$ cat config.mk
export PLATFORM = sky130hd
export DESIGN_NAME = uart_tx
export DESIGN_NICKNAME = d
export VERILOG_FILES = /design/src/rtl/uart_tx.sv
export SDC_FILE = /design/constraint.sdc
export NUM_CORES = 1
export LEC_CHECK = 0
export BUFFER_PORTS_ARGS = -buffer_cell sky130_fd_sc_hd__buf_2
export CAP_MARGIN = 15
export CORE_MARGIN = 8
export CORE_UTILIZATION = 55
export DETAILED_ROUTE_END_ITERATION = 7
export GPL_ROUTABILITY_DRIVEN = 0
export PLACE_DENSITY = 0.77
export SETUP_SLACK_MARGIN = 0.1
export SYNTH_ARGS = -nofsm -noshare
export SYNTH_HDL_FRONTEND = slang
export SYNTH_SLANG_ARGS = --single-unit
export TNS_END_PERCENT = 5
$ cat constraint.sdc
create_clock -name clk_sys -period 2.4 [get_ports clk_sys]
set_clock_uncertainty 0.15 [all_clocks]
set_input_delay 0.24 -clock clk_sys [delete_from_list [all_inputs] [get_ports clk_sys]]
set_output_delay 0.24 -clock clk_sys [all_outputs]
set_load 0.05 [all_outputs]
$ cat src/rtl/uart_tx.sv
// uart_tx: one-frame-per-byte UART transmitter paced only by the external baud_en strobe.
// Optional parity bit and parity_odd port are enabled by defining UART_TX_PARITY_EN.
module uart_tx #(
    parameter int U_DLY     = 1,
    parameter int DATA_W    = 8,
    parameter int STOP_BITS = 1
) (
    input  logic              clk_sys,
    input  logic              rst_n,
    input  logic              baud_en,
    input  logic [DATA_W-1:0] tx_data,
    input  logic              tx_valid,
`ifdef UART_TX_PARITY_EN
    input  logic              parity_odd,
`endif
    output logic              tx_ready,
    output logic              tx_busy,
    output logic              tx_done,
    output logic              uart_txd
);

    typedef enum logic [2:0] {
        IDLE,
        ALIGN,
        START,
        DATA,
        PARITY,
        STOP
    } state_e;

    localparam logic [2:0] LAST_DATA = 3'(DATA_W - 1);
    localparam logic [2:0] LAST_STOP = 3'(STOP_BITS - 1);

    // Out-of-range parameters land in this empty block; U_DLY is accepted for
    // compatibility with delay-annotated netlists but is not modelled here.
    if (DATA_W < 5 || DATA_W > 8 || (STOP_BITS != 1 && STOP_BITS != 2) || U_DLY < 0)
    begin : g_illegal_params
    end

    state_e            state_q, state_d;
    logic [DATA_W-1:0] shift_q, shift_d;
    logic [2:0]        bit_cnt_q, bit_cnt_d;
    logic              txd_q, txd_d;
    logic              ready_q, ready_d;
    logic              busy_q, busy_d;
    logic              done_q, done_d;
`ifdef UART_TX_PARITY_EN
    logic              parity_q, parity_d;
`endif

    logic accept;
    assign accept = tx_valid && ready_q;

    // NOTE: every variable gets a default before the case so no path can infer a latch.
    always_comb begin
        state_d   = state_q;
        shift_d   = shift_q;
        bit_cnt_d = bit_cnt_q;
        txd_d     = txd_q;
        ready_d   = ready_q;
        done_d    = 1'b0;
`ifdef UART_TX_PARITY_EN
        parity_d  = parity_q;
`endif
        case (state_q)
            IDLE: begin
                if (accept) begin
                    state_d = ALIGN;
                    shift_d = tx_data;
                    ready_d = 1'b0;
`ifdef UART_TX_PARITY_EN
                    parity_d = (^tx_data) ^ parity_odd;
`endif
                end
            end
            // Waiting for a fresh strobe guarantees a full-length start bit.
            ALIGN: begin
                if (baud_en) begin
                    state_d = START;
                    txd_d   = 1'b0;
                end
            end
            START: begin
                if (baud_en) begin
                    state_d   = DATA;
                    txd_d     = shift_q[0];
                    bit_cnt_d = 3'd0;
                end
            end
            DATA: begin
                if (baud_en) begin
                    if (bit_cnt_q == LAST_DATA) begin
                        bit_cnt_d = 3'd0;
`ifdef UART_TX_PARITY_EN
                        state_d   = PARITY;
                        txd_d     = parity_q;
`else
                        state_d   = STOP;
                        txd_d     = 1'b1;
`endif
                    end else begin
                        shift_d   = shift_q >> 1;
                        txd_d     = shift_q[1];
                        bit_cnt_d = bit_cnt_q + 3'd1;
                    end
                end
            end
`ifdef UART_TX_PARITY_EN
            PARITY: begin
                if (baud_en) begin
                    state_d   = STOP;
                    txd_d     = 1'b1;
                    bit_cnt_d = 3'd0;
                end
            end
`endif
            STOP: begin
                if (baud_en) begin
                    if (bit_cnt_q == LAST_STOP) begin
                        state_d   = IDLE;
                        ready_d   = 1'b1;
                        done_d    = 1'b1;
                        bit_cnt_d = 3'd0;
                    end else begin
                        bit_cnt_d = bit_cnt_q + 3'd1;
                    end
                end
            end
            default: begin
                state_d = IDLE;
                txd_d   = 1'b1;
                ready_d = 1'b1;
            end
        endcase
        busy_d = (state_d != IDLE);
    end

    // NOTE: sequential state uses non-blocking assignments so all flops update together.
    always_ff @(posedge clk_sys or negedge rst_n) begin
        if (!rst_n) begin
            state_q   <= IDLE;
            shift_q   <= '0;
            bit_cnt_q <= 3'd0;
            txd_q     <= 1'b1;
            ready_q   <= 1'b1;
            busy_q    <= 1'b0;
            done_q    <= 1'b0;
`ifdef UART_TX_PARITY_EN
            parity_q  <= 1'b0;
`endif
        end else begin
            state_q   <= state_d;
            shift_q   <= shift_d;
            bit_cnt_q <= bit_cnt_d;
            txd_q     <= txd_d;
            ready_q   <= ready_d;
            busy_q    <= busy_d;
            done_q    <= done_d;
`ifdef UART_TX_PARITY_EN
            parity_q  <= parity_d;
`endif
        end
    end

    assign uart_txd = txd_q;
    assign tx_ready = ready_q;
    assign tx_busy  = busy_q;
    assign tx_done  = done_q;

endmodule

# Word-level counts from Yosys, hierarchy flattened

Index checks and enable logic that the tools add are counted.

Word-level logic and storage cells: 64
Latch bits: 0
Register bits: 18
Memories kept: 0
Output and inout bits: 4
Memory bits (read-only): 0
Input port bits: 12
Memory bits (writable): 0

Bitwise logic cells: 2
Add/subtract/negate cells: 1
Muxes and demuxes: 30
Equal/unequal tests: 12
Shifts and indexed selects: 0
Reduce and logical (&&, ||, !) cells: 12
Magnitude comparators: 0
Div/mod/pow operators: 0
$mul: 0

Operators with widths:

| operator              | count |
|---|---|
| $mux W3               | 12 |
| $mux W8               | 3 |
| $pmux W8 S2           | 1 |
| $reduce_and A4 Y1     | 4 |
| $pmux W3 S5           | 1 |
| $ne A2 B2 Y1 const B  | 7 |
| $mux W1               | 10 |
| $pmux W3 S3           | 1 |
| $eq A3 B2 Y1 const B  | 2 |
| $eq A3 B3 Y1 const B  | 2 |
| $logic_not A3 Y1      | 2 |
| $reduce_bool A3 Y1    | 2 |
| $pmux W1 S4           | 1 |
| $add A3 B1 Y3 const B | 1 |
| $eq A3 B1 Y1 const B  | 1 |
| $pmux W1 S3           | 1 |
| $reduce_or A3 Y1      | 1 |
| $not A1 Y1            | 2 |
| $reduce_bool A2 Y1    | 1 |
| $reduce_or A2 Y1      | 1 |
| $logic_and A1 B1 Y1   | 1 |

# Longest topological paths before layout

Depth after elaboration: 5
Mapped depth: 5

# Worst setup path before layout

No wires, ideal clock.

Kind: reg2reg
From: reg ready_q (netlist: tx_ready)
To: reg shift_q[0]
Slack: 0.528 ns
Path buffers: 0
Arrival: 1.597 ns
Stages on the path, launching flop included: 4
Required time: 2.125 ns
Cell sequence: dfstp_2 > inv_1 > o32ai_4 > mux2_2

Longest elaborated chain between the ends: 3

RTL lines:

| what                        | line | source |
|---|---|---|
| start: declaration          | 44   | `logic ready_q, ready_d;` |
| start signal: assignment    | 156  | `ready_q <= ready_d;` |
| $logic_and A1 B1 Y1         | 52   | `assign accept = tx_valid && ready_q;` |
| $ne A2 B2 Y1 (no line)      | --   |  |
| $reduce_and A4 Y1 (no line) | --   |  |
| end signal: assignment      | 153  | `shift_q <= shift_d;` |
| end: declaration            | 41   | `logic [DATA_W-1:0] shift_q, shift_d;` |

No other way between the ends.
A chain may end at the register's enable or synchronous reset.

# Worst setup path in the final report

From: reg state_q[0]
To: reg shift_q[3]

Longest elaborated chain between the ends: 3

RTL lines:

| what                                                                | line | source |
|---|---|---|
| start: declaration                                                  | 40   | `state_e state_q, state_d;` |
| start signal: assignment                                            | 152  | `state_q <= state_d;` |
| $eq A3 B2 Y1 / $logic_not A3 Y1 (equally long branches)             | 65   | `case (state_q)` |
| $ne A2 B2 Y1 (no line) / $reduce_bool A2 Y1 (equally long branches) | --   |  |
| $reduce_and A4 Y1 (no line)                                         | --   |  |

Several ways; a longest one is shown, not always the timed one.

==> metrics.txt <==
number of distinct library cells after synthesis=34; Detailed Route WL=2110 µm; clock root buffer=sky130_fd_sc_hd__clkbuf_4; gate count of the mapped netlist=101; reported max-cap violation count=0; register bit total from synthesis=18; core box area=1900 µm²; non-filler instance count after layout=143; initial antenna violation count=0; number of clock buffers inserted by TritonCTS=3; async set or reset register ratio after synthesis=100%; largest net degree at the start of global routing=20; quantity of I/O buffers inserted on ports=15; footprint of the multi-input gates=562 µm²; die width=60.1 µm; flip-flop cell with the highest count after synthesis=sky130_fd_sc_hd__dfrtp_1; FF+latch area=453 µm²; DIE AREA=3610 µm²; setup fix buffers added after clock tree synthesis=0; H-tree levels=1; first-pass detailed-route iteration total=4; Crit Path Category=reg2reg; Cell Pwr Density=1120 nW/µm²; yosys warns=0; Synth Cell Area=1070 µm²; count of pins on the block boundary=16; biggest area consumer among synthesized cells=sky130_fd_sc_hd__dfrtp_1; Final min period=2.08 ns; Setup TNS=0 ns; count of inserted antenna diode cells=0; number of pins exceeding their max-slew limit in the final report=0; initial cell density of the core=56.1%; post-route ant nets=0; synth-to-layout area growth=12.2%; source of the critical timing path=state_q[0]; clock-pin slew on the worst setup and hold paths=0.09 ns; NumNets Final=133; most common cell in the netlist=sky130_fd_sc_hd__dfrtp_1; Longest Clk Path Bufs=2; number of flops mapped to enable cells by yosys=0; Die Height=60.1 µm; number of DRC violations after detailed routing=0; leakage=0.522 nW; pin slew with the least headroom to its limit=0.475 ns; total instance count after detailed placement=139; insertion delay to the later sink of the worst-skew pair=0.29 ns; Max-slew headroom=68.4%; filler cell count in the final layout=168; global-route wire length before repair=3630 µm; sequential-to-total area share from yosys stat=42.4%; Core Rows=16; crit start category=flip-flop; startpoint of the worst hold path=tx_data[7]; startpoint of the lowest-slack register-to-register path=state_q[0]; maximum fanout encountered on the critical timing path=14; final routed wire length divided by cell count=14.8 µm; Peak VDD IR=589 µV; vias in the first global route=799; status=finished, final reports clean; clock tree from TritonCTS=done; part of the cycle the worst path needs=86.8%; Detailed Place HPWL=1590 µm; Final Setup Violations=0; total via count in the routed design=815; total congestion overflow after global routing=0; cell types with the highest counts after synthesis=sky130_fd_sc_hd__dfrtp_1, sky130_fd_sc_hd__mux2_2, sky130_fd_sc_hd__inv_1, sky130_fd_sc_hd__nor2b_1; arrival time of data at the critical path endpoint=2.11 ns; Hold WC Path Type=in2reg; aggregate global-route resource usage=13.1%; Avg Vias per Cell=5.70; largest cells by area after synthesis=sky130_fd_sc_hd__dfrtp_1, sky130_fd_sc_hd__mux2_2, sky130_fd_sc_hd__dfstp_2; total nets after synthesis=116; Crit. End Element=flip-flop; setup repair after global routing missed its margin=false; maximum achievable frequency=480 MHz; average cell area after synthesis=10.6 µm²; 1st-iter DRT viols=17; # clock sinks=18; critical path data required time=2.42 ns; layout cell share with drive strength beyond 1=33.6%; share of the synthesized area in the top cell type=37.5%; final hold vios=0
## layer usage
metal	up-vias	GRT usage [%]	part of all wire, %
li1	396	-	-
met3	4	4.52	4.9
met4	0	3.74	1.0
met5	-	0	0
met1	396	15.3	44
met2	19	22.0	50
## timing repair
action	CTS	global route
hold buffers	1	0
hold endpoints to repair	16	0
resized for setup	0	0
## worst max-delay path, cell delays in order, from the launching register on
cell and delay [ns]:
sky130_fd_sc_hd__dfrtp_1 0.53, sky130_fd_sc_hd__or3b_4 0.46, sky130_fd_sc_hd__o32ai_4 0.43, sky130_fd_sc_hd__mux2_2 0.40
## registers in the layout (all words and copies together) (netlist names)
name	cells
tx_ready	1
bit_cnt_q	3
tx_done	1
tx_busy	1
state_q	3
uart_txd	1
shift_q	8
## cell usage in the layout, fill, tap and decap left out, types with 4 or more instances in the layout
master | netlist | routed
sky130_fd_sc_hd__dfrtp_1 | 16 | 16
sky130_fd_sc_hd__o21ai_0 | 5 | 5
sky130_fd_sc_hd__mux2_2 | 14 | 14
sky130_fd_sc_hd__nor2_1 | 4 | 4
sky130_fd_sc_hd__buf_2 | 3 | 15
sky130_fd_sc_hd__inv_1 | 7 | 7
sky130_fd_sc_hd__a21oi_1 | 5 | 5
sky130_fd_sc_hd__nor2b_1 | 7 | 7
## stage by stage
stage               area, µm²  power [mW]  utilization (%)  worst slack, ns  hold slack [ns]
floorplan                1070        1.07                -            0.528           -0.206
global placement         1160        1.17             61.3            0.411           0.0366
detailed placement       1160        1.21             61.3            0.343           0.0371
CTS                      1200        1.35             63.0            0.326           0.0314
global route             1200        1.45             63.0            0.217           0.0593
finish                   1200        1.34             63.0            0.316           0.0358
## layout make-up
class | instances | share of cell area (%)
repair buffers | 18 | 8.36
inverters | 7 | 2.19
flip-flops and latches | 18 | 37.8
well taps | 27 | 2.82
clock buffers | 3 | 1.88
multi-input cells | 70 | 46.9
## cell families after synthesis
logic type                 Yosys count  share of synthesized area, %
and+or+nand+nor                     28                          16.2
AOI/OAI and AO/OA                   23                          16.3
DFF                                 18                          42.4
muxes                               16                          16.6
buffers and inverters               13                          4.92
adders and majority gates            3                          3.52
## power breakdown
part	switching (mW)	internal, mW
combinational	0.344	0.338
sequential	0.0893	0.428
clock	0.0844	0.0583
total	0.518	0.824
## final timing paths
path | to | slack, ns | cells after the start
setup / recovery | shift_q[3] | 0.32 | 3
hold / removal | shift_q[7] | 0.04 | 3
setup reg to reg | shift_q[3] | 0.32 | 3
hold reg to reg | shift_q[2] | 0.36 | 1
max in group asynchronous | uart_txd | 1.54 | 2
min in group asynchronous | shift_q[7] | 0.24 | 2
(Power assumes the default switching activity.)
